### config.mk
export PLATFORM = sky130hd
export DESIGN_NAME = tt_um_i2c_to_apb
export DESIGN_NICKNAME = d
export VERILOG_FILES = /design/src/rtl/i2c_apb_pkg.sv /design/src/rtl/i2c_apb_if.sv /design/src/rtl/apb_regfile.sv /design/src/rtl/tt_um_i2c_to_apb.sv
export SDC_FILE = /design/constraint.sdc
export NUM_CORES = 1
export LEC_CHECK = 0
export CAP_MARGIN = 40
export CORE_MARGIN = 2
export CORE_UTILIZATION = 40
export CTS_CLUSTER_DIAMETER = 150
export DETAILED_ROUTE_END_ITERATION = 6
export PLACE_DENSITY = 0.63
export SKIP_LAST_GASP = 1
export SLEW_MARGIN = 15
export SYNTH_ARGS = -nofsm -noshare
export SYNTH_HDL_FRONTEND = slang
export SYNTH_SLANG_ARGS = --single-unit
### constraint.sdc
create_clock -name clk -period 5.9 [get_ports clk]
set_input_delay 0.885 -clock clk [delete_from_list [all_inputs] [get_ports clk]]
set_output_delay 0.885 -clock clk [all_outputs]
set_load 0.05 [all_outputs]
### src/rtl/i2c_apb_pkg.sv
// Shared types and defaults for the I2C-to-APB bridge.
package i2c_apb_pkg;

    localparam logic [6:0]  I2C_ADDR_DEF = 7'h2A;
    localparam int unsigned NREGS_DEF    = 16;
    localparam int unsigned APB_AW       = $clog2(NREGS_DEF);

    typedef enum logic [3:0] {
        ST_IDLE,
        ST_ADDR,
        ST_ADDR_ACK,
        ST_REG,
        ST_REG_ACK,
        ST_WDATA,
        ST_WDATA_ACK,
        ST_RDATA,
        ST_RDATA_ACK
    } i2c_state_e;

    typedef enum logic [1:0] {
        APB_IDLE,
        APB_SETUP,
        APB_ACCESS
    } apb_state_e;

endpackage

### src/rtl/i2c_apb_if.sv
// Internal APB3 bus between the I2C front end (master) and the register file (slave).
interface i2c_apb_if #(
    parameter int unsigned AW = 4
) ();

    logic          psel;
    logic          penable;
    logic          pwrite;
    logic [AW-1:0] paddr;
    logic [7:0]    pwdata;
    logic [7:0]    prdata;
    logic          pready;

    modport master (
        output psel, penable, pwrite, paddr, pwdata,
        input  prdata, pready
    );

    modport slave (
        input  psel, penable, pwrite, paddr, pwdata,
        output prdata, pready
    );

endinterface

### src/rtl/apb_regfile.sv
// APB3 slave holding NREGS 8-bit registers; register 0 is exported directly.
module apb_regfile
    import i2c_apb_pkg::*;
#(
    parameter int unsigned NREGS = NREGS_DEF
) (
    input  logic        clk,
    input  logic        rst,
    i2c_apb_if.slave    apb,
    output logic [7:0]  reg0_o
);

    logic [7:0] regs_q [NREGS];

    always_ff @(posedge clk or posedge rst) begin
        if (rst) begin
            for (int unsigned i = 0; i < NREGS; i++) begin
                regs_q[i] <= '0;
            end
        end else if (apb.psel && apb.penable && apb.pwrite) begin
            regs_q[apb.paddr] <= apb.pwdata;
        end
    end

    assign apb.prdata = regs_q[apb.paddr];
    assign apb.pready = 1'b1;
    assign reg0_o     = regs_q[0];

endmodule

### src/rtl/tt_um_i2c_to_apb.sv
// TinyTapeout top: I2C target with synchronisers, protocol FSM and APB master
// sequencing in front of a small APB register file.
module tt_um_i2c_to_apb
    import i2c_apb_pkg::*;
#(
    parameter logic [6:0]  I2C_ADDR = I2C_ADDR_DEF,
    parameter int unsigned NREGS    = NREGS_DEF
) (
    input  logic [7:0] ui_in,
    output logic [7:0] uo_out,
    input  logic [7:0] uio_in,
    output logic [7:0] uio_out,
    output logic [7:0] uio_oe,
    input  logic       ena,
    input  logic       clk,
    input  logic       rst_n
);

    localparam int unsigned AW = $clog2(NREGS);

    // rst_n is active-high despite its name.
    logic rst;
    assign rst = rst_n;

    logic unused_inputs;
    assign unused_inputs = &{1'b0, ena, ui_in, uio_in[7:3], uio_in[0]};

    // [0],[1] synchroniser, [2] history; reset to the idle-high bus level.
    logic [2:0] scl_q, sda_q;

    always_ff @(posedge clk or posedge rst) begin
        if (rst) begin
            scl_q <= '1;
            sda_q <= '1;
        end else begin
            scl_q <= {scl_q[1:0], uio_in[2]};
            sda_q <= {sda_q[1:0], uio_in[1]};
        end
    end

    logic scl_s, scl_h, sda_s, sda_h;
    logic scl_rise, scl_fall, start_det, stop_det;

    assign scl_s     = scl_q[1];
    assign scl_h     = scl_q[2];
    assign sda_s     = sda_q[1];
    assign sda_h     = sda_q[2];
    assign scl_rise  = scl_s & ~scl_h;
    assign scl_fall  = ~scl_s & scl_h;
    assign start_det = scl_s & scl_h & sda_h & ~sda_s;
    assign stop_det  = scl_s & scl_h & ~sda_h & sda_s;

    i2c_apb_if #(.AW(AW)) apb_bus ();

    logic [7:0] reg0;

    apb_regfile #(.NREGS(NREGS)) u_regs (
        .clk    (clk),
        .rst    (rst),
        .apb    (apb_bus.slave),
        .reg0_o (reg0)
    );

    i2c_state_e    state_q, state_d;
    apb_state_e    apb_st_q, apb_st_d;
    logic [3:0]    bitcnt_q, bitcnt_d;
    logic [7:0]    shift_q, shift_d;
    logic [AW-1:0] ptr_q, ptr_d;
    logic          rw_q, rw_d;
    logic          sda_oe_q, sda_oe_d;
    logic [AW-1:0] paddr_q, paddr_d;
    logic [7:0]    pwdata_q, pwdata_d;
    logic          pwrite_q, pwrite_d;

    always_ff @(posedge clk or posedge rst) begin
        if (rst) begin
            state_q  <= ST_IDLE;
            apb_st_q <= APB_IDLE;
            bitcnt_q <= '0;
            shift_q  <= '0;
            ptr_q    <= '0;
            rw_q     <= 1'b0;
            sda_oe_q <= 1'b0;
            paddr_q  <= '0;
            pwdata_q <= '0;
            pwrite_q <= 1'b0;
        end else begin
            state_q  <= state_d;
            apb_st_q <= apb_st_d;
            bitcnt_q <= bitcnt_d;
            shift_q  <= shift_d;
            ptr_q    <= ptr_d;
            rw_q     <= rw_d;
            sda_oe_q <= sda_oe_d;
            paddr_q  <= paddr_d;
            pwdata_q <= pwdata_d;
            pwrite_q <= pwrite_d;
        end
    end

    logic          rx_state, byte_end, rd_done, apb_go, apb_wr;
    logic [AW-1:0] ptr_inc;

    assign rx_state = (state_q == ST_ADDR) || (state_q == ST_REG) || (state_q == ST_WDATA);
    assign byte_end = rx_state && scl_fall && (bitcnt_q == 4'd8);
    assign rd_done  = (apb_st_q == APB_ACCESS) && !pwrite_q && apb_bus.pready;
    assign ptr_inc  = (ptr_q == AW'(NREGS - 1)) ? '0 : ptr_q + AW'(1);

    always_comb begin
        state_d  = state_q;
        bitcnt_d = bitcnt_q;
        shift_d  = shift_q;
        ptr_d    = ptr_q;
        rw_d     = rw_q;
        sda_oe_d = sda_oe_q;
        apb_go   = 1'b0;
        apb_wr   = 1'b0;

        if (rx_state && scl_rise) begin
            shift_d  = {shift_q[6:0], sda_s};
            bitcnt_d = bitcnt_q + 4'd1;
        end

        unique case (state_q)
            ST_ADDR: begin
                if (byte_end) begin
                    if (shift_q[7:1] == I2C_ADDR) begin
                        sda_oe_d = 1'b1;
                        rw_d     = shift_q[0];
                        state_d  = ST_ADDR_ACK;
                    end else begin
                        state_d  = ST_IDLE;
                    end
                end
            end
            ST_ADDR_ACK: begin
                if (scl_fall) begin
                    sda_oe_d = 1'b0;
                    bitcnt_d = '0;
                    if (rw_q) begin
                        apb_go  = 1'b1;
                        state_d = ST_RDATA;
                    end else begin
                        state_d = ST_REG;
                    end
                end
            end
            ST_REG: begin
                if (byte_end) begin
                    ptr_d    = AW'(32'(shift_q) % NREGS);
                    sda_oe_d = 1'b1;
                    state_d  = ST_REG_ACK;
                end
            end
            ST_WDATA: begin
                if (byte_end) begin
                    sda_oe_d = 1'b1;
                    apb_go   = 1'b1;
                    apb_wr   = 1'b1;
                    ptr_d    = ptr_inc;
                    state_d  = ST_WDATA_ACK;
                end
            end
            ST_REG_ACK, ST_WDATA_ACK: begin
                if (scl_fall) begin
                    sda_oe_d = 1'b0;
                    bitcnt_d = '0;
                    state_d  = ST_WDATA;
                end
            end
            ST_RDATA: begin
                // First bit is driven once the read lands, not at the SCL edge.
                if (rd_done) begin
                    shift_d  = apb_bus.prdata;
                    sda_oe_d = ~apb_bus.prdata[7];
                    bitcnt_d = '0;
                    ptr_d    = ptr_inc;
                end else if (scl_rise) begin
                    bitcnt_d = bitcnt_q + 4'd1;
                end else if (scl_fall) begin
                    if (bitcnt_q == 4'd8) begin
                        sda_oe_d = 1'b0;
                        state_d  = ST_RDATA_ACK;
                    end else begin
                        shift_d  = {shift_q[6:0], 1'b1};
                        sda_oe_d = ~shift_q[6];
                    end
                end
            end
            ST_RDATA_ACK: begin
                if (scl_rise && sda_s) begin
                    state_d = ST_IDLE;
                end else if (scl_fall) begin
                    bitcnt_d = '0;
                    apb_go   = 1'b1;
                    state_d  = ST_RDATA;
                end
            end
            default: ;
        endcase

        if (start_det) begin
            state_d  = ST_ADDR;
            bitcnt_d = '0;
            sda_oe_d = 1'b0;
        end else if (stop_det) begin
            state_d  = ST_IDLE;
            bitcnt_d = '0;
            sda_oe_d = 1'b0;
        end
    end

    // APB sequencing runs independently so a started transfer always completes.
    always_comb begin
        apb_st_d = apb_st_q;
        paddr_d  = paddr_q;
        pwdata_d = pwdata_q;
        pwrite_d = pwrite_q;

        unique case (apb_st_q)
            APB_IDLE: begin
                if (apb_go) begin
                    apb_st_d = APB_SETUP;
                    paddr_d  = ptr_q;
                    pwdata_d = shift_q;
                    pwrite_d = apb_wr;
                end
            end
            APB_SETUP:  apb_st_d = APB_ACCESS;
            APB_ACCESS: if (apb_bus.pready) apb_st_d = APB_IDLE;
            default:    apb_st_d = APB_IDLE;
        endcase
    end

    assign apb_bus.psel    = (apb_st_q != APB_IDLE);
    assign apb_bus.penable = (apb_st_q == APB_ACCESS);
    assign apb_bus.pwrite  = pwrite_q;
    assign apb_bus.paddr   = paddr_q;
    assign apb_bus.pwdata  = pwdata_q;

    assign uo_out  = reg0;
    assign uio_out = '0;
    assign uio_oe  = {6'b0, sda_oe_q, 1'b0};

endmodule

Word-level counts from Yosys, hierarchy flattened
Index checks and enable logic that the tools add are counted.

Logic and storage cells: 163. Register bits: 171. Bits of input ports: 19. Output and inout port bits: 24.

Reductions and logical operators: 24. Add/subtract/negate cells: 2. Bitwise operators: 14. Equal/unequal tests: 32. Order comparisons: 2. Mux-type cells: 61.

Operator list (number): $bwmux 128 (1); $mux 4 (24); $mux 8 (9); $ne 4x4->1 const B (9); $bmux 8 s4 (1); $demux 8 s4 (1); $pmux 4 s7 (1); $pmux 4 s3 (2); $eq 4x3->1 const B (4); $mux 1 (16); $ne 5x5->1 const B (3); $eq 4x4->1 const B (3); $reduce_and 11->1 (1); $reduce_bool 9->1 (1); $add 4x1->4 const B (2); $eq 4x2->1 const B (2); $logic_and 1x1->1 (8); $ne 2x2->1 const B (4); $ne 4x1->1 const B (2); $and 1x1->1 (7); $eq 7x6->1 const B (1); $reduce_and 7->1 (1); $not 1->1 (6); $reduce_bool 6->1 (1); other kinds (22) (25).

Depth between registers and ports, before layout
Depth after elaboration: 10. Depth in mapped cells: 8. Mapped depth without buffers: 7.

Cells and area by module
From an unflattened synthesis, not the netlist that was laid out.

Cell total of the unflattened synthesis: 627. Area, all modules: 8660.8 µm².

Modules (own cells, without submodules): apb_regfile (sequential area each 3203.1 µm², cells each 374, times used 1, area each 6042.0 µm²); tt_um_i2c_to_apb (sequential area each 1083.5 µm², cells each 253, times used 1, area each 2618.8 µm²).

Least setup slack after synthesis
OpenSTA, ideal clock, no wires.

Kind: register -> register. From: register scl_q[1]. To: register pwdata_q[1], in the netlist apb_bus.pwdata[1]. Setup slack: 3866 ps. Stages on the path, launching flop included: 8. Arrival time: 1909 ps. Clock period less this slack: 2034 ps. Data required time: 5775 ps. Path through: dfstp_2 > buf_2 > nand2b_1 > buf_4 > nor4_2 > o21ai_1 > buf_2 > mux2_2.

Word-level cells in the longest chain between the ends: 7. Elaborated cells on any way between the ends: 12.

Ends and longest elaborated chain: start: declaration (line tt_um_i2c_to_apb.sv:29) `logic [2:0] scl_q, sda_q;`; start signal: assignment (line tt_um_i2c_to_apb.sv:36) `scl_q <= {scl_q[1:0], uio_in[2]};`; $not 1->1 (line tt_um_i2c_to_apb.sv:49) `assign scl_fall = ~scl_s & scl_h;`; $and 1x1->1 (line tt_um_i2c_to_apb.sv:49); $logic_and 1x1->1 (2 in series) (line tt_um_i2c_to_apb.sv:105) `assign byte_end = rx_state && scl_fall && (bitcnt_q == 4'd8);`; $mux 1 (line tt_um_i2c_to_apb.sv:156) `if (byte_end) begin`; $pmux 1 s3 (*) (line tt_um_i2c_to_apb.sv:124) `unique case (state_q)`; $reduce_and 2->1 (no line) (*); end signal: assignment (line tt_um_i2c_to_apb.sv:96) `pwdata_q <= pwdata_d;`; end: declaration (line tt_um_i2c_to_apb.sv:72) `logic [7:0] pwdata_q, pwdata_d;`.

Mark *: on every way between the ends. The rest lies on a longest branch, timed or not. A chain may end at the register's enable or synchronous reset.

Worst setup path after layout
From: register paddr_q[0], in the netlist apb_bus.paddr[0]. To: register u_regs.regs_q[59] (netlist name).

Word-level cells in the longest chain between the ends: 6. Elaborated cells on any way between the ends: 7.

Ends and longest elaborated chain: start: declaration (line tt_um_i2c_to_apb.sv:71) `logic [AW-1:0] paddr_q, paddr_d;`; start signal: assignment (line tt_um_i2c_to_apb.sv:95) `paddr_q <= paddr_d;`; $not 4->5 (not written as such) (*) (line apb_regfile.sv:21) `regs_q[apb.paddr] <= apb.pwdata;`; $ge 5x5->1 (not written as such) / $lt 5x1->1 (equally long branches) (line apb_regfile.sv:21); $logic_and 1x1->1 (not written as such) (line apb_regfile.sv:21); $mux 8 (not written as such) (line apb_regfile.sv:21); $demux 8 s4 (*) (line apb_regfile.sv:21); $bwmux 128 (*) (line apb_regfile.sv:21); end signal: indexed assignment (line apb_regfile.sv:21); end: declaration (line apb_regfile.sv:13) `logic [7:0] regs_q [NREGS];`.

Marks and branches as above.

==> out/metrics.cfg <==
[cells_and_area]
number_of_antenna_cells_inserted = 0
drive_above_1_share_pct = 36.2
nNetsFinal = 634
synthToLayoutAreaGrowth_pct = 10.2
n_fill_cell = 1900

[detailed_routing]
post_drt_wl_per_cell_um = 20.7
vias_per_cell = 5.68
dr.pass1.iters = 5
final_antenna_net_count = 0
routed_wirelength_um = 18600
num_vias = 5113
dr.first_iter.drc_count = 284
drc = 0

[worst_setup_path]
crit_arrival_ps = 2850
regToRegStartpoint = apb_bus.paddr[0]
timing.critical_path.fanout_max = 24
timing.critical_path.from_type = register
cell_with_the_largest_stage_delay_on_the_worst_path = nor2_2
crit_type = reg2reg
worst_ep_required_time_ps = 6220
crit_path_end_kind = register
critical_path_depth = 4
crit_start = apb_bus.paddr[0]
critPathBufInv = 1
ff2ff_path_depth = 4
rrSetupSlack_ps = 3370
worst_path_dominant_cell_family = simple AND/OR/NAND/NOR gates
max_stage_delay_ps = 670
chain_of_cells_forming_the_critical_path = buf_12, or3_1, nor2_2, mux2_2

[worst_hold_path]
holdPathStages = 0
hold_crit_class = reg2reg
worst_hold_startpoint = sda_q[0]

[clock_network]
cts_buffers = 17
cts_hold_buf = 0
clk_root_buffer_cell = clkbuf_16
cts_tree = built
post_cts.repair.setup_buffers = 0
cts.repair.resized = 0
clkTransAtPathRegs_ps = 70
cts.path.max_buffers = 2
clock-sinks = 171
cts.htree.levels = 4
clk_latency_ps = 430

[logic_synthesis]
mappedNetlistArea_um2 = 8490
synthArstFlopShare_pct = 100
synth_top_cell_area_share_pct = 48.6
yosysWarningCount = 0
synthDistinctLibCells = 62
synth-edff-count = 0
netlist_top_cells_count = dfrtp_1, mux2_2, nand2_1
yosys_register_bits = 171
post-synth-top-area-cell = dfrtp_1
yosysSeqAreaShare_pct = 50.5
ys.flop_type = dfrtp_1
synth_cells = 615
synth_most_common_cell = dfrtp_1
postSynthAreaPerCell_um2 = 13.8
largest_cells_by_area_after_synthesis = dfrtp_1, mux2_2, mux4_1

[floorplanning]
die_width_um = 150
fp.dieH_um = 150
starting_density_pct = 40.5
die_area_um2 = 22400
core-area_um2 = 21000
std_cell_rows = 53
ioPinCount = 43

[sta]
final_hold_viol_count = 0
finalSetupViolCount = 0
clock-skew-final_ps = 11.0
fin_crit_sh_pct = 43.0
finalCriticalPeriod_ps = 2530
slew_headroom_pct = 45.9
grt_setup_unrepaired = no
clock.fmax_ghz = 0.395
report.final.slew_viol_count = 0
worst_slack_ps = 3370
worstMarginPinSlew_ps = 812
setup-tns-final_ps = 0

[pwr]
totalPowerFinal_mw = 2.47
p_leak_nw = 4.28
power-per-cell-area_nw_per_um2 = 264
peakVddDrop_v = 0.000175

[outcome]
run_status = completed

[global_routing]
grt_pass1_wl_um = 30000
grt_max_degree = 64
via_count_of_the_first_global_routing_pass = 5367
grt.overflow.total = 0
grt_antenna_before_repair = 0
grt.total_usage_pct = 17.6

[flow_run]
maxCapViolCount = 0

[placement]
io_buffer_count = 12
gp_congestion = 0.842
dp.final_hpwl_um = 12100
dp_worst_setup_slack_ps = 3270

cells in the final DEF, fill, tap and decap left out, types with 7 or more instances in the layout:
master / n
a21oi_1: 14
clkbuf_16: 17
clkdlybuf4s50_1: 12
conb_1: 15
dfrtp_1: 164
mux2_2: 142
mux2i_1: 11
mux4_1: 21
mux4_2: 18
nand2_1: 34
nand2b_1: 12
nand3_1: 8
nor2_1: 12
nor2b_1: 8
o21ai_0: 15
o21ai_1: 7
report_power, final:
group          switching, mW  internal, mW
Sequential            0.0277          1.19
Combinational         0.0909        0.0364
Clock                  0.524         0.607
Total                  0.642          1.83
worst register-to-register path, cell delays in order, from the launching register on:
cell	delay, ps
dfrtp_2	560
buf_12	250
or3_1	520
nor2_2	670
mux2_2	420
layer usage:
metal	vias to the layer above	track usage (%)	routed length (µm)
met4	0	6.18	382
met1	2691	23.3	8410
met5	-	0	0
met2	129	28.7	9050
li1	2265	-	-
met3	28	3.78	803
worst paths after layout:
path	end
max reg2reg	u_regs.regs_q[59]
min	sda_q[1]
min in group asynchronous	bitcnt_q[0]
max	u_regs.regs_q[59]
max in group asynchronous	u_regs.regs_q[101]
min reg2reg	sda_q[1]
final cells by class:
type / count / area (µm²) / area share [%]
Timing Repair Buffer: 20 / 204 / 2.18
Sequential cell: 171 / 4290 / 45.8
Clock inverter: 15 / 176 / 1.89
Inverter: 7 / 31.3 / 0.334
Multi-Input combinational cell: 395 / 3880 / 41.5
Clock buffer: 17 / 425 / 4.55
Tap cell: 275 / 344 / 3.68
cell families after synthesis:
family | after synthesis | synth area share, %
multiplexers | 192 | 31.4
adder cells (fa/ha/maj) | 3 | 0.442
AND/OR/NAND/NOR | 112 | 7.35
AO/OA/AOI/OAI | 71 | 5.67
buffers and inverters | 63 | 4.38
XOR/XNOR | 2 | 0.206
other | 1 | 0.0442
flip-flops | 171 | 50.5
sequential cells by signal (all words and copies together) (netlist names):
signal          count
apb_bus.paddr       4
apb_bus.pwdata      8
apb_bus.pwrite      1
apb_st_q            2
bitcnt_q            4
ptr_q               4
rw_q                1
scl_q               3
sda_oe_q            1
sda_q               3
shift_q             8
state_q             4
u_regs.reg0_o       8
u_regs.regs_q     120
stage by stage:
step / cells / utilization (%) / cell area, µm² / hold WS (ps)
finish: 900 / 44.6 / 9350 / 361
global route: 900 / 44.6 / 9350 / 363
CTS: 900 / 44.6 / 9350 / 361
detailed placement: 868 / 41.8 / 8750 / 347
global placement: 864 / 41.5 / 8700 / 351
floorplan: 629 / - / 8540 / 345
Note: power is estimated with default switching activity, not from simulation.
